## src/rtl/sdram_port_arbiter.sv

```systemverilog
// Two-port round-robin arbiter in front of a single SDRAM controller request port.
// Read return data is steered back to its issuer via a small FIFO of port ids.
module sdram_port_arbiter #(
    parameter int ADDR_W   = 23,
    parameter int DATA_W   = 32,
    parameter int RD_DEPTH = 4
) (
    input  logic              clk,
    input  logic              rst,
    input  logic              p0_valid,
    output logic              p0_ready,
    input  logic              p0_rw,
    input  logic [ADDR_W-1:0] p0_addr,
    input  logic [DATA_W-1:0] p0_wdata,
    output logic [DATA_W-1:0] p0_rdata,
    output logic              p0_rdata_valid,
    input  logic              p1_valid,
    output logic              p1_ready,
    input  logic              p1_rw,
    input  logic [ADDR_W-1:0] p1_addr,
    input  logic [DATA_W-1:0] p1_wdata,
    output logic [DATA_W-1:0] p1_rdata,
    output logic              p1_rdata_valid,
    output logic              ctrl_valid,
    input  logic              ctrl_ready,
    output logic              ctrl_rw,
    output logic [ADDR_W-1:0] ctrl_addr,
    output logic [DATA_W-1:0] ctrl_wdata,
    input  logic [DATA_W-1:0] ctrl_rdata,
    input  logic              ctrl_rdata_valid,
    output logic              rd_err
);

    localparam int PTR_W = $clog2(RD_DEPTH);
    localparam logic [PTR_W:0] FULL_CNT = (PTR_W + 1)'(RD_DEPTH);

    typedef enum logic {
        IDLE,
        ISSUE
    } state_t;

    state_t state;
    logic   rr_ptr;

    logic [RD_DEPTH-1:0] owner;
    logic [PTR_W-1:0]    wr_ptr;
    logic [PTR_W-1:0]    rd_ptr;
    logic [PTR_W:0]      count;

    logic fifo_full;
    logic elig0;
    logic elig1;
    logic grant_valid;
    logic grant_port;
    logic sel_rw;
    logic push;
    logic pop;
    logic head;

    always_comb begin
        fifo_full   = (count == FULL_CNT);
        elig0       = p0_valid && (p0_rw || !fifo_full);
        elig1       = p1_valid && (p1_rw || !fifo_full);
        grant_valid = (state == IDLE) && !rst && (elig0 || elig1);
        // With both eligible rr_ptr decides; otherwise the lone eligible port wins.
        grant_port  = (elig0 && elig1) ? rr_ptr : elig1;
        sel_rw      = grant_port ? p1_rw : p0_rw;
        p0_ready    = grant_valid && !grant_port;
        p1_ready    = grant_valid && grant_port;
        push        = grant_valid && !sel_rw;
        pop         = ctrl_rdata_valid && (count != '0);
        head        = owner[rd_ptr];
    end

    always_ff @(posedge clk) begin
        if (rst) begin
            state          <= IDLE;
            rr_ptr         <= 1'b0;
            ctrl_valid     <= 1'b0;
            ctrl_rw        <= 1'b0;
            ctrl_addr      <= '0;
            ctrl_wdata     <= '0;
            owner          <= '0;
            wr_ptr         <= '0;
            rd_ptr         <= '0;
            count          <= '0;
            p0_rdata       <= '0;
            p1_rdata       <= '0;
            p0_rdata_valid <= 1'b0;
            p1_rdata_valid <= 1'b0;
            rd_err         <= 1'b0;
        end else begin
            case (state)
                IDLE: begin
                    if (grant_valid) begin
                        ctrl_rw    <= sel_rw;
                        ctrl_addr  <= grant_port ? p1_addr : p0_addr;
                        ctrl_wdata <= grant_port ? p1_wdata : p0_wdata;
                        ctrl_valid <= 1'b1;
                        rr_ptr     <= ~grant_port;
                        state      <= ISSUE;
                    end
                end
                ISSUE: begin
                    if (ctrl_ready) begin
                        ctrl_valid <= 1'b0;
                        state      <= IDLE;
                    end
                end
                default: state <= IDLE;
            endcase

            if (push) begin
                owner[wr_ptr] <= grant_port;
                wr_ptr        <= wr_ptr + 1'b1;
            end
            if (pop) begin
                rd_ptr <= rd_ptr + 1'b1;
            end
            case ({push, pop})
                2'b10:   count <= count + 1'b1;
                2'b01:   count <= count - 1'b1;
                default: count <= count;
            endcase

            // Returned data goes only to the head owner; the other port's rdata holds.
            p0_rdata_valid <= pop && !head;
            p1_rdata_valid <= pop && head;
            if (pop && !head) p0_rdata <= ctrl_rdata;
            if (pop && head)  p1_rdata <= ctrl_rdata;

            if (ctrl_rdata_valid && (count == '0)) begin
                rd_err <= 1'b1;
            end
        end
    end

endmodule

```

## config.mk

```make
export PLATFORM = sky130hd
export DESIGN_NAME = sdram_port_arbiter
export DESIGN_NICKNAME = d
export VERILOG_FILES = /design/src/rtl/sdram_port_arbiter.sv
export SDC_FILE = /design/constraint.sdc
export NUM_CORES = 1
export LEC_CHECK = 0
export CAP_MARGIN = 20
export CORE_MARGIN = 5
export CORE_UTILIZATION = 44
export CTS_CLUSTER_DIAMETER = 150
export DETAILED_ROUTE_END_ITERATION = 10
export PLACE_DENSITY = 0.95
export SLEW_MARGIN = 5
export SYNTH_ARGS = -nofsm -noshare
export SYNTH_HDL_FRONTEND = slang
export SYNTH_SLANG_ARGS = --single-unit
```

## constraint.sdc

```tcl
create_clock -name clk -period 3.3 [get_ports clk]
set_input_delay 0.33 -clock clk [delete_from_list [all_inputs] [get_ports clk]]
set_output_delay 0.33 -clock clk [all_outputs]
set_load 0.02 [all_outputs]
```

==> results of run 1 <==
==> power by group through the flow <==
stage	clock network, mW	registers (mW)	logic [mW]
global placement	0	1.97	1.35
finish	2.03	1.94	1.40
CTS	2.05	1.94	1.40
global route	2.12	1.96	1.49
detailed placement	0	1.97	1.39
floorplan	0	2.14	0.603
==> worst max path at each step <==
stage                                      end  slack [ps]  depth (start not counted)
floorplan                             p0_ready        1160                          7
global placement     ctrl_addr[4]$_SDFFE_PP0P_         500                          7
detailed placement  ctrl_addr[22]$_SDFFE_PP0P_         360                          7
CTS                                   p1_ready         310                          4
global route                          p1_ready         110                          4
finish                                p1_ready         330                          4
==> metal layers <==
metal	up-vias	GRT usage (%)	share of wire (%)
li1	2828	-	-
met1	2785	25.1	36
met2	324	41.5	49
met3	52	9.52	11
met4	0	13.0	4.4
met5	-	0	0
==> Yosys cell counts, drive strengths merged (2+ instances only) <==
| cell type | n | area, sq um |
|---|---|---|
| nand2 | 246 | 923 |
| dfxtp | 137 | 2740 |
| a21oi | 72 | 360 |
| nor2 | 67 | 251 |
| a311oi | 55 | 776 |
| clkbuf | 44 | 165 |
| buf | 13 | 118 |
| inv | 8 | 30.0 |
| nand3 | 6 | 30.0 |
| ha | 5 | 62.6 |
| mux2i | 4 | 40.0 |
| nand2b | 4 | 25.0 |
| nor3 | 3 | 15.0 |
| o21ai | 3 | 15.0 |
| xor2 | 3 | 26.3 |
| a32o | 2 | 20.0 |
| and2 | 2 | 12.5 |
| nor2b | 2 | 12.5 |
| or4b | 2 | 27.5 |
==> sequential cells by signal (all words and copies together) (netlist names), 2 cells and up <==
register	flops
count	3
ctrl_addr	23
ctrl_wdata	32
owner	4
p0_rdata	32
p1_rdata	32
rd_ptr	2
wr_ptr	2
==> critical path, cell delays in order, from the launching register on <==
cell	delay, ps
dfxtp_1	480
nor4b_1	600
o211ai_4	240
nor3_1	260
clkdlybuf4s50_1	660
==> area by class of cell <==
cell class                 instances  area (sq um)
inverter                           8          30.0
tap                              176           220
sequential                       137          2740
clock buffer                      19           443
timing repair buffer             286          2850
fill                             889          3840
multi-input combinational        490          2770
antenna                            1          2.50
clock inverter                    13           193
==> stage by stage <==
stage,power [mW],instances,instance area [sq um]
after floorplan,2.74,692,5800
after global placement,3.32,1097,8600
after detailed placement,3.36,1097,8600
after CTS,5.39,1129,9240
after global routing,5.58,1130,9240
final,5.37,1130,9240
==> cells by family (layout without fill, tap and decap cells) <==
| family | Yosys count | count (layout) |
|---|---|---|
| other cells | 0 | 1 |
| fa+ha+maj | 6 | 6 |
| compound gates | 140 | 140 |
| xor+xnor | 4 | 4 |
| flops | 137 | 137 |
| simple gates | 335 | 335 |
| mux | 5 | 5 |
| buf+inv | 65 | 326 |
==> impl_results.md, run 1 <==
- Post-Synth XOR/XNOR Area: 0.604%
- FFs w/ async S/R, synth: 0%
- Cell area after synthesis: between 5000 and 6000 sq um
- CP endpoint kind: output port
- Die area: 15600 sq um
- Routed len/inst: 17.4 microns
- Hold crit path type: in -> reg
- Final core utilization: just over 70%
- Slew Limit Fails: 0
- Worst Path Max Fanout: 12
- First-pass DRT Iterations: 5
- First-pass GRT wire length: approximately 30000 microns
- Worst R2R End: ctrl_wdata[30]$_SDFFE_PP0P_
- Internal power: between 3 and 4 mW
- Final Cycle Share: between 90% and 100%
- Post-synthesis sequential area ratio: between 40 and 50%
- Dpl hpwl: ~14000 microns
- PwrDens: about 580 nW/um^2
- Clock buffer depth: 2
- DR vias: 5989
- Flop pwr share: a little over a third
- Total CTS buffers: 17
- Synth warnings: 0
- Compound-gate portion of the synthesized area: a little over a fifth
- Clock period minus worst slack: between 2000 and 3000 ps
- P_sw: approximately 1.6 mW
- Post-synthesis register bit count: about 140
- Clock sinks: between 100 and 150
- Layout area overhead: 59.4%
- Site Rows: 42
- Main combinational cell family by area after synthesis: simple AND/OR/NAND/NOR gates
- Max cap viols: 0
- P_leak: between 3 and 4 nW
- Slew at the pin with the worst max-slew slack: between 900 and 1000 ps
- Worst EP arrival: about 2600 ps
- Commonest non-fill, non-tap cells in the layout: 274 x clkdlybuf4s50_1, 246 x nand2_1, 137 x dfxtp_1
- Post-CTS setup repair buffer count: 0
- RR Startpoint: count[0]$_SDFFE_PP0P_
- Synth Area in Simple Gates: 22.8%
- Commonest non-fill, non-tap cell in the layout: clkdlybuf4s50_1
- Post-place setup slack: approximately 360 ps
- I/O Pins: 276
- Hold Crit Depth: 2
- Logic pwr share: between 20% and 30%
- Nets: roughly 1.1k
- Initial Utilization: between 40 and 50%
- Post-synth EDFFs: 0
- Gr usage total: 24.1%
- Skew-Pair Late Insertion Delay: around 410 ps
- Clock share of power: between 30% and 40%
- Post-CTS Hold Buffers: 0
- Post_cts resized: 0
- WS Path Type: reg -> out
- Vias/cell: ~5.3
- Sw frac: 29.9%
- RSZ-0062 raised after global routing: false
- CTS tree: yes
- Final hold vios: 0
- Critical path required time: roughly 3000 ps
- Remaining global-route overflow: 0
- Crit path from: count[2]$_SDFFE_PP0P_
- Ys flop type: dfxtp_1
- Layout Skew: 8.42 ps
- Critical path startpoint category: register
- Antenna violations before repair: 1
- Hold Startpoint: rst
- Starting DRT DRC Count: 379
- Routability cong.: slightly above 0.8
- Clock-pin slew on the worst setup and hold paths: approximately 60 ps
- Die H: roughly 120 microns
- Worst vdd ir: about 340 uV
- Cell count after synthesis: ~690
- Peak Freq: between 300 and 400 MHz
- Remaining DRCs: 0
- I/O Buffers: between 200 and 300
- Reg2reg setup slack: 700 ps
- Setup violators final: 0
- Slew HR: 40.0%
- Die W: between 100 and 150 microns
- Final WS setup: approximately 330 ps
- Routed Antenna Nets: 0
- Core Area: 13100 sq um
- Syn Nets: 848
- Post-synth cell types: 36
- Synth Area in Adders: around 1.4%
- WHS: roughly 180 ps
- Fin Setup TNS: 0 ps
- Status: finished clean
- DRT Wirelength: 19600 microns
- Layout cells sized above 1: between 10% and 20%
- Vias in the first global route: a little over 6k
- Hold EP: count[2]$_SDFFE_PP0P_
- R2R cell count: 6
- Post-synthesis mux area share: ~1.1%
- Synthesized area per cell: around 8.4 sq um
- Largest net degree at the start of global routing: a little over 70
- Root cell of the clock tree: clkbuf_16
- H-tree Lvls: 4
No activity file was read; power rests on OpenSTA's default activity.
==> inputs of run 2 (changes only) <==
--- a/config.mk
+++ b/config.mk
@@ -9,6 +9,7 @@
 export CORE_MARGIN = 5
 export CORE_UTILIZATION = 44
 export CTS_CLUSTER_DIAMETER = 150
+export CTS_CLUSTER_SIZE = 28
 export DETAILED_ROUTE_END_ITERATION = 10
 export PLACE_DENSITY = 0.95
 export SLEW_MARGIN = 5
==> results of run 2 <==
Final layout, timing and power as in run 1 (identical DEF).
==> inputs of run 3 (changes only) <==
--- a/config.mk
+++ b/config.mk
@@ -6,6 +6,7 @@
 export NUM_CORES = 1
 export LEC_CHECK = 0
 export CAP_MARGIN = 20
+export CORE_ASPECT_RATIO = 0.6
 export CORE_MARGIN = 5
 export CORE_UTILIZATION = 44
 export CTS_CLUSTER_DIAMETER = 150
==> run 3 against run 2 <==
Effect of this change:
- clock-buffer cell count is 1 lower
- die area increased by 0.48%
- via count decreased by 5.4%
- utilization increased by 0.82 points
- non-clock buffer count fell by 2
- first-iteration DRC count decreased by 14%
- hold slack improved by 280 ps
- global-route usage decreased by 2.3 points
- largest power group unchanged
- highest routed layer unchanged
- routed wire length decreased by 9.1%
==> impl_results.md, run 3 (same netlist as run 1, synthesis figures left out) <==
- Routability cong.: 0.813 (-1.0%)
- Critical path startpoint category: register
- Design Power: 5.34 mW (-0.43%)
- Status: finished clean
- Die H: 98.9 microns (-21%)
- Post-place setup slack: 397 ps (+35.8 ps)
- Commonest non-fill, non-tap cell in the layout: clkdlybuf4s50_1
- I/O Buffers: 275 (unchanged)
- WS Path Type: reg -> out
- DP Area: 8580 sq um (-0.26%)
- First-pass GRT wire length: 27800 microns (-7.6%)
- Slew Limit Fails: 0 (unchanged)
- Nets: 1094 (-0.18%)
- FF/Latch Area: 2740 sq um (unchanged)
- Remaining global-route overflow: 0 (unchanged)
- Setup violators final: 0 (unchanged)
- Routed Antenna Nets: 0 (unchanged)
- Clock buffer depth: 2 (unchanged)
- Max cap viols: 0 (unchanged)
- Layout Skew: 9.54 ps (+1.11 ps)
- Gr usage total: 21.8% (-2.3 points)
- Fin area: 9210 sq um (-0.32%)
- Hold Startpoint: p1_rdata[18]$_SDFFE_PP0P_
- Worst Path Max Fanout: 9 (-3)
- Clock-pin slew on the worst setup and hold paths: 60 ps (about the same)
- Root cell of the clock tree: clkbuf_16
- Antenna violations before repair: 0 (-1)
- Post-CTS Hold Buffers: 0 (unchanged)
- R2R cell count: 9 (+3)
- Finished Layout Cells: 1120 (-0.88%)
- DRT Wirelength: 17900 microns (-9.1%)
- RSZ-0062 raised after global routing: false
- I/O Pins: 276 (unchanged)
- Dpl hpwl: 12800 microns (-7.4%)
- Post_cts resized: 0 (unchanged)
- Total CTS buffers: 17 (unchanged)
- First-pass DRT Iterations: 5 (unchanged)
- PwrDens: 580 nW/um^2 (-0.11%)
- Clock period minus worst slack: 2950 ps (-26.8 ps)
- P_leak: 3.30 nW (about the same)
- Die W: 158 microns (+27%)
- Layout cells sized above 1: 9.89% (-0.18 points)
- Hold crit path type: reg -> reg
- CP endpoint kind: output port
- Worst vdd ir: 326 uV (-4.2%)
- Final WS setup: 353 ps (+26.8 ps)
- Routed len/inst: 15.9 microns (-8.3%)
- # diodes: 0 (-1)
- Largest net degree at the start of global routing: 113 (+57%)
- H-tree Lvls: 4 (unchanged)
- Skew-Pair Late Insertion Delay: 400 ps (about the same)
- Worst R2R End: count[2]$_SDFFE_PP0P_
- Slew at the pin with the worst max-slew slack: 873 ps (-27.3 ps)
- CTS tree: yes
- Fin Setup TNS: 0 ps (unchanged)
- Hold Crit Depth: 2 (unchanged)
- Fillers: 1006 (+13%)
- Slew HR: 41.8% (+1.8 points)
- Remaining DRCs: 0 (unchanged)
- Final Cycle Share: 89.3% (-0.81 points)
- Vias/cell: 5.06 (-4.5%)
- Final hold vios: 0 (unchanged)
- Multi-input logic area: 2770 sq um (unchanged)
- Die area: 15700 sq um (+0.48%)
- Cells after DPL: 1089 (-0.73%)
- Worst EP arrival: 2620 ps (-20 ps)
- Commonest non-fill, non-tap cells in the layout: 274 x clkdlybuf4s50_1, 246 x nand2_1, 137 x dfxtp_1
- Clock sinks: 137 (unchanged)
- RR Startpoint: rr_ptr$_SDFFE_PP0P_
- Starting DRT DRC Count: 327 (-14%)
- Initial Utilization: 45.0% (+0.66 points)
- Hold EP: p1_rdata[18]$_SDFFE_PP0P_
- Site Rows: 32 (-24%)
- Peak Freq: 339 MHz (+0.91%)
- Critical path required time: 2970 ps (about the same)
- DR vias: 5668 (-5.4%)
- Vias in the first global route: 5445 (-10%)
- Post-CTS setup repair buffer count: 0 (unchanged)
- Layout area overhead: 58.9%
- Core Area: 12900 sq um (-1.5%)
- Reg2reg setup slack: 890 ps (+190 ps)
- Biggest regs: ctrl_wdata x32, p0_rdata x32, p1_rdata x32
run 3: cell count changes in the layout (fill, tap and decap cells not counted):
cell	change
inv_6	+2
clkinvlp_4	-2
buf_4	-2
clkinv_4	-1
diode_2	-1
clkinv_2	+1
clkbuf_1	-1
run 3: layer usage:
layer / share of wire, % / vias up / track usage, %
li1: - / 2821 / -
met1: 42 / 2621 / 27.5
met2: 48 / 196 / 36.3
met3: 8.2 / 30 / 6.01
met4: 2.0 / 0 / 6.88
met5: 0 / - / 0
run 3: area by class of cell:
| cell class | count | area share (%) |
|---|---|---|
| Timing Repair Buffer | 284 | 30.7 |
| Sequential cell | 137 | 29.8 |
| Clock buffer | 18 | 4.77 |
| Clock inverter | 13 | 2.08 |
| Tap cell | 170 | 2.31 |
| Multi-Input combinational cell | 490 | 30.0 |
| Inverter | 8 | 0.326 |
run 3: worst max-delay path by stage:
stage	from	end	slack [ps]	cells past startpoint
3_5_place_dp	p0_valid	count[2]$_SDFFE_PP0P_	400	10
6_report	count[2]$_SDFFE_PP0P_	p1_ready	350	4
5_1_grt	count[2]$_SDFFE_PP0P_	p1_ready	150	4
2_1_floorplan	count[0]$_SDFFE_PP0P_	p0_ready	1160	7
4_1_cts	count[2]$_SDFFE_PP0P_	p1_ready	360	4
3_3_place_gp	p0_valid	count[2]$_SDFFE_PP0P_	530	10
run 3: stage by stage:
step | hold WS [ps] | util [%]
after floorplan | 435 | -
after global placement | 440 | 66.6
after detailed placement | 446 | 66.6
after CTS | 455 | 71.5
after global routing | 473 | 71.5
final | 452 | 71.5
run 3: critical path, cell delays in order, from the launching register on:
cell and delay, ps:
dfxtp_1 500, nor4b_1 580, o211ai_4 190, nor3_1 250, clkdlybuf4s50_1 700
run 3: power breakdown:
group | switching, mW | internal (mW)
clock network | 0.733 | 1.29
registers | 0.111 | 1.83
logic | 0.739 | 0.638
